File: config.mk
export PLATFORM = sky130hd
export DESIGN_NAME = aq_ifu_fetch_seq
export DESIGN_NICKNAME = d
export VERILOG_FILES = /design/src/rtl/aq_ifu_fetch_seq.sv
export SDC_FILE = /design/constraint.sdc
export NUM_CORES = 1
export LEC_CHECK = 0
export CORE_AREA = 2 2 39 41
export DETAILED_ROUTE_END_ITERATION = 10
export DIE_AREA = 0 0 41 43
export PLACE_DENSITY_LB_ADDON = 0.05
export SLEW_MARGIN = 20
export SYNTH_ARGS = -nofsm -noshare
export SYNTH_HDL_FRONTEND = slang
export SYNTH_SLANG_ARGS = --single-unit
export TNS_END_PERCENT = 1
File: constraint.sdc
create_clock -name forever_cpuclk -period 2.7 [get_ports forever_cpuclk]
set_clock_uncertainty 0.2 [all_clocks]
set_input_delay 0.675 -clock forever_cpuclk [delete_from_list [all_inputs] [get_ports forever_cpuclk]]
set_output_delay 0.675 -clock forever_cpuclk [all_outputs]
set_load 0.05 [all_outputs]
File: src/rtl/aq_ifu_fetch_seq.sv
// aq_ifu_fetch_seq: gates I-cache fetch on I-buf space and an outstanding budget,
// quiesces for lpmd/debug/reset-vector and pulses refetch on resume.
module aq_ifu_fetch_seq #(
    parameter int MAX_OUTSTD = 2
) (
    input  logic       forever_cpuclk,
    input  logic       cpurst,
    input  logic       cp0_ifu_lpmd_req,
    input  logic       cp0_ifu_in_lpmd,
    input  logic       rtu_ifu_dbg_mask,
    input  logic       vec_ctrl_reset_mask,
    input  logic       rtu_ifu_flush_fe,
    input  logic       ibuf_seq_inst_fetch,
    input  logic       icache_seq_req_acc,
    input  logic       icache_seq_resp_vld,
    output logic       seq_icache_req_vld,
    output logic       seq_cp0_lpmd_ack,
    output logic       seq_pcgen_refetch,
    output logic       seq_ifu_idle,
    output logic [2:0] seq_outstd_cnt
);
    typedef enum logic [2:0] {
        RESET   = 3'd0,
        FETCH   = 3'd1,
        DRAIN   = 3'd2,
        HALT    = 3'd3,
        RESTART = 3'd4
    } state_t;
    localparam logic [2:0] MAX = 3'(MAX_OUTSTD);
    state_t     state, state_nxt;
    logic [2:0] cnt, cnt_nxt;
    logic       stop, acc_q, resp_q;
    assign stop = cp0_ifu_lpmd_req | cp0_ifu_in_lpmd | rtu_ifu_dbg_mask | vec_ctrl_reset_mask;
    assign seq_icache_req_vld = (state == FETCH) & ibuf_seq_inst_fetch & !stop
                              & !rtu_ifu_flush_fe & (cnt < MAX);
    // an accept only counts against a live request; a response at zero is stale
    assign acc_q   = icache_seq_req_acc & seq_icache_req_vld;
    assign resp_q  = icache_seq_resp_vld & (cnt != 3'd0);
    assign cnt_nxt = cnt + {2'b00, acc_q} - {2'b00, resp_q};
    always_ff @(posedge forever_cpuclk or posedge cpurst) begin
        if (cpurst) begin
            state <= RESET;
            cnt   <= 3'd0;
        end else begin
            state <= state_nxt;
            cnt   <= cnt_nxt;
        end
    end
    always_comb begin
        state_nxt = state;
        case (state)
            RESET:   state_nxt = vec_ctrl_reset_mask ? RESET : FETCH;
            FETCH:   state_nxt = stop ? DRAIN : FETCH;
            DRAIN:   state_nxt = (cnt_nxt == 3'd0) ? HALT : DRAIN;
            HALT:    state_nxt = stop ? HALT : RESTART;
            RESTART: state_nxt = FETCH;
            default: state_nxt = RESET;
        endcase
    end
    assign seq_cp0_lpmd_ack  = (state == HALT);
    assign seq_pcgen_refetch = (state == RESTART);
    assign seq_ifu_idle      = (state == RESET) | (state == HALT);
    assign seq_outstd_cnt    = cnt;
endmodule

# ---- After elaboration in Yosys (flattened, before gate mapping)
# Index checks and enable logic that the tools add are counted.
dict set report word_totals {
  regBits 6
  elab_cells 29
  out_inout_bits 7
}
dict set report classes {
  bitwise 10
  reduce_logical 5
  n_eq_ne 4
  n_lt_le_gt_ge 1
  addsub 2
  n_mux 5
}
# cell count
set op_table {}
lappend op_table {{3-bit case mux with 5 select lines} 1}
lappend op_table {{1-bit AND} 6}
lappend op_table {{3-bit by 2-bit equality test with 1-bit output (second input constant)} 2}
lappend op_table {{3-bit logical NOT} 2}
lappend op_table {{1-bit OR} 4}
lappend op_table {{3-bit by 1-bit adder with 3-bit output} 1}
lappend op_table {{3-bit by 1-bit equality test with 1-bit output (second input constant)} 1}
lappend op_table {{3-bit equality test (second input constant)} 1}
lappend op_table {{3-bit by 2-bit less-than comparator with 1-bit output (second input constant)} 1}
lappend op_table {{3-bit two-way mux} 1}
lappend op_table {{3-bit nonzero test} 1}
lappend op_table {{3-bit by 1-bit subtractor with 3-bit output} 1}
lappend op_table {{1-bit logical NOT} 2}
lappend op_table {{1-bit two-way mux} 2}
lappend op_table {{2-bit two-way mux} 1}

# ---- Depth between registers and ports, before layout
dict set report depth {
  depth_word 13
  ltp_mapped 12
  mapped_depth_nobuf 12
}

# ---- Worst setup path after synthesis
# OpenSTA, ideal clock, no wires.
dict set report synth_path {
  kind {input to register}
  startpoint {input cp0_ifu_in_lpmd}
  endpoint {register state[0]}
  arrival_time_ns 2.971
  n_path_buf 0
  setup_time_ns 0.101
  stages 11
  required_time_ns 2.399
  setup_slack_ns -0.571
  path_cell_list {nor4_4 > and4_1 > nand2_1 > ha_1 > inv_1 > ha_1 > inv_1 > fa_1 > nor3b_1 > nand3b_1 > o311ai_2}
}
dict set report synth_between {
  elab_chain_len 13
  word_cells_on_any_way 15
  classes_between {2 x add/sub; 4 x mux; 7 x bitwise; 2 x reduce/logical}
}
# element line_no
set synth_rtl {}
lappend synth_rtl {{from (decl)} 9} ;# input logic cp0_ifu_in_lpmd,
lappend synth_rtl {{1-bit OR (3 in series)} 33} ;# assign stop = cp0_ifu_lpmd_req | cp0_ifu_in_lpmd | rtu_ifu_dbg_mask | vec_ctrl_reset_mask;
lappend synth_rtl {{1-bit logical NOT} 34} ;# assign seq_icache_req_vld = (state == FETCH) & ibuf_seq_inst_fetch & !stop
lappend synth_rtl {{1-bit AND} 34}
lappend synth_rtl {{1-bit AND (2 in series)} 35} ;# & !rtu_ifu_flush_fe & (cnt < MAX);
lappend synth_rtl {{via seq_icache_req_vld} 16} ;# output logic seq_icache_req_vld,
lappend synth_rtl {{1-bit AND} 37} ;# assign acc_q = icache_seq_req_acc & seq_icache_req_vld;
lappend synth_rtl {{3-bit by 1-bit adder with 3-bit output} 39} ;# assign cnt_nxt = cnt + {2'b00, acc_q} - {2'b00, resp_q};
lappend synth_rtl {{3-bit by 1-bit subtractor with 3-bit output} 39}
lappend synth_rtl {{3-bit logical NOT} 54} ;# DRAIN: state_nxt = (cnt_nxt == 3'd0) ? HALT : DRAIN;
lappend synth_rtl {{1-bit two-way mux} 54}
lappend synth_rtl {{3-bit case mux with 5 select lines} 51} ;# case (state)
lappend synth_rtl {{via state_nxt[0]} 30} ;# state_t state, state_nxt;
lappend synth_rtl {{to (signal assigned)} 45} ;# state <= state_nxt;
lappend synth_rtl {{to (decl)} 30}
# The timed path passes the listed nets, and every way through them passes these cells.

# ---- Worst setup path after layout
dict set report layout_path {
  startpoint {input cp0_ifu_lpmd_req}
  endpoint {register state[0]}
}
dict set report layout_between {
  elab_chain_len 13
  word_cells_on_any_way 15
  classes_between {2 x add/sub; 4 x mux; 7 x bitwise; 2 x reduce/logical}
}
# element line_no
set layout_rtl {}
lappend layout_rtl {{from (decl)} 8} ;# input logic cp0_ifu_lpmd_req,
lappend layout_rtl {{1-bit OR * (3 in series)} 33}
lappend layout_rtl {{1-bit logical NOT} 34}
lappend layout_rtl {{1-bit AND} 34}
lappend layout_rtl {{1-bit AND (2 in series)} 35}
lappend layout_rtl {{1-bit AND} 37}
lappend layout_rtl {{3-bit by 1-bit adder with 3-bit output} 39}
lappend layout_rtl {{3-bit by 1-bit subtractor with 3-bit output} 39}
lappend layout_rtl {{3-bit logical NOT} 54}
lappend layout_rtl {{1-bit two-way mux} 54}
lappend layout_rtl {{3-bit case mux with 5 select lines *} 51}
lappend layout_rtl {{via state_nxt[0]} 30}
# Mark *: on every way through the listed nets, which the timed path passes. The rest lies on a longest branch.

==> flow_metrics.tcl <==
set metrics [dict create \
    arrival_ns 2.64 \
    clk_latency_ns 0.24 \
    ant_nets 0 \
    grt_antenna_before_repair 0 \
    num_rows 14 \
    p_leak_uw 0.000336 \
    cp.required_ns 2.60 \
    yosys_warnings 0 \
    grt_pass1_vias 353 \
    seq_area_frac_synth_pct 38.0 \
    die-width_um 41 \
    busiest_layer "met2" \
    synth_nets 52 \
    peakVddDrop_mv 0.749 \
    ys_async_sr_fraction_pct 100 \
    violations "setup timing" \
    n_antenna_cell 0 \
    chipHeight_um 43 \
    gp_congestion 0.717 \
    ys_ff_latch 6 \
    overflow 0 \
    fillers 129 \
    grtUsageMet2_pct 20.9 \
    drcViolationCount 0 \
    cts_root_buffer "clkbuf_4" \
    startpoint_type "input pin" \
    wl_per_cell_um 11.6 \
    cts_tree "done" \
    grt_pass1_wl_mm 1.41 \
    ctsHtreeMaxLevel 1 \
    final-hold-violation-count 0 \
    status "finished, violations left" \
    syn_area_um2 395 \
    dp_hpwl_um 719 \
    slew_viol_final 0 \
    synth_edf_count 0 \
    cts.clk_slew.worst_paths_ns 0.05 \
    endpoint_kind "register" \
    grt_max_degree 9 \
    ctsHoldBuffers 0 \
    power.density_mw_per_mm2 1120 \
    syn2layout_area_growth_pct 80.1 \
    fmax_ghz 0.365 \
    ys.flop_type "dfrtp_1" \
    vias_per_cell 4.40 \
    synth_top_area_share_pct 38.0 \
    setup_ws_ns -0.0388 \
    syn_avg_cell_area_um2 10.4 \
    core_mm2 0.00138 \
    vias 356 \
    pin_count 17 \
    crit_type "in -> reg" \
    numPortBuffers 16 \
    p_total_uw 800 \
    cp_max_fo 2 \
    yosys.area.top_type "dfrtp_1" \
    layout.cells.non_filler 81 \
    finalSetupViolations 1 \
    hp-class "reg -> reg" \
    drt_wl_total_um 938 \
    nNetsFinal 81 \
    numCtsBuffers 3 \
    slew_headroom_pct 67.1 \
    drive_gt1_share_pct 47.7 \
    clock_tree.buffer_depth 2 \
    holdWs_ns 0.403 \
    numClockSinks 6 \
    grt_use_total_pct 12.0 \
    tightest_slew_ns 0.492 \
    dp_cells 74 \
    syn_inst 38 \
    die_area_mm2 0.00176 \
    firstDrtPassIters 2 \
    maxCapViolCount 0 \
    period_needed_ns 2.74 \
    initial_core_util_pct 28.6 \
    synth.distinct_cells 21 \
    fin_crit_sh_pct 101 \
    rsz0062_at_grt "yes" \
    grt_use_met3_pct 6.28 \
    use_met1_pct 12.1 \
    drt_iter0_markers 2 \
    ys_top_cells_by_area "dfrtp_1 38%, ha_1 9.5%, inv_1 7.6%" \
]
==> critical path, cell delays in order <==
cell and delay [ns]:
buf_6 0.10, nor4_4 0.28, and4_4 0.28, nand2_4 0.05, ha_4 0.25, inv_2 0.03
ha_4 0.14, inv_2 0.04, fa_1 0.42, nor3b_2 0.17, nand3b_1 0.10, o311ai_2 0.10
==> kinds of logic (layout without fill, tap and decap cells) <==
| family | after synthesis | count (layout) | share of synthesized area [%] |
|---|---|---|---|
| AND/OR/NAND/NOR | 12 | 12 | 22.8 |
| buffers and inverters | 9 | 36 | 8.54 |
| flip-flops | 6 | 6 | 38.0 |
| adder cells (fa/ha/maj) | 4 | 4 | 14.6 |
| XOR/XNOR | 3 | 3 | 6.65 |
| AO/OA/AOI/OAI | 4 | 4 | 9.49 |
==> Yosys cell counts, types with 2 or more instances <==
| cell | count |
|---|---|
| inv_1 | 8 |
| dfrtp_1 | 6 |
| ha_1 | 3 |
| and2_1 | 2 |
| nor2_1 | 2 |
| xor2_1 | 2 |
==> cells in the final DEF (no fill, tap or decap), drive strengths merged <==
cell           Yosys  routed
clkbuf             1       3
dlygate4sd2        0       1
dfrtp              6       6
clkdlybuf4s50      0       6
ha                 3       3
fa                 1       1
nand2              1       1
and3               1       1
o31a               1       1
nor2               2       2
buf                0      17
a211oi             1       1
nand3b             1       1
clkdlybuf4s15      0       1
xor2               2       2
o21ai              1       1
and2               2       2
inv                8       8
nor3b              1       1
nor4b              1       1
xnor2              1       1
o311ai             1       1
and4               1       1
nor4               1       1
nor2b              1       1
==> final cells by class <==
type                    count  area, um^2  share of cell area [%]
clock buffers               3        22.5                    3.16
repair buffers             25         223                    31.3
multi-input cells          23         267                    37.4
inverters                   8        30.0                    4.22
well taps                  16        20.0                    2.81
flip-flops and latches      6         150                    21.1
==> metrics by stage <==
| stage | instance area, um^2 | utilization (%) | TNS (ns) | setup WS [ns] |
|---|---|---|---|---|
| after global routing | 712 | 51.4 | -0.114 | -0.114 |
| after floorplan | 403 | - | -0.481 | -0.348 |
| after CTS | 688 | 49.7 | -0.0722 | -0.0722 |
| after detailed placement | 619 | 44.8 | -1.74 | -0.752 |
| after global placement | 619 | 44.8 | -1.56 | -0.692 |
| final | 712 | 51.4 | -0.0388 | -0.0388 |
==> metal layers <==
metal	share of wire, %	routed length, um
met5	0	0
met4	0	0
met3	4.1	38
met2	58	546
met1	38	353
==> timing repair <==
action                     4_1_cts  5_1_grt
buffers inserted                 2        2
resized for setup               30        1
pin swaps                        6        3
setup endpoints to repair        4        1
==> power by group <==
group / leakage, uW / internal [uW] / switching [uW]
logic: 0.000251 / 245 / 299
registers: 0.0000705 / 130 / 45.8
clock network: 0.0000138 / 50.1 / 30.1
==> registers in the layout, summed over array words and instances, names as in the netlist <==
| name | count |
|---|---|
| seq_outstd_cnt | 3 |
| state | 3 |
==> final timing paths <==
check / start / to / depth (start not counted) / slack, ns
min in group asynchronous: cpurst / seq_outstd_cnt[0]$_DFF_PP0_ / 2 / 0.44
min reg2reg: seq_outstd_cnt[0]$_DFF_PP0_ / seq_outstd_cnt[0]$_DFF_PP0_ / 1 / 0.40
max reg2reg: state[1]$_DFF_PP0_ / state[0]$_DFF_PP0_ / 11 / 0.12
max: cp0_ifu_lpmd_req / state[0]$_DFF_PP0_ / 12 / -0.04
max in group asynchronous: cpurst / state[2]$_DFF_PP0_ / 2 / 1.67
min: seq_outstd_cnt[0]$_DFF_PP0_ / seq_outstd_cnt[0]$_DFF_PP0_ / 1 / 0.40
No activity file was read; power rests on OpenSTA's default activity.
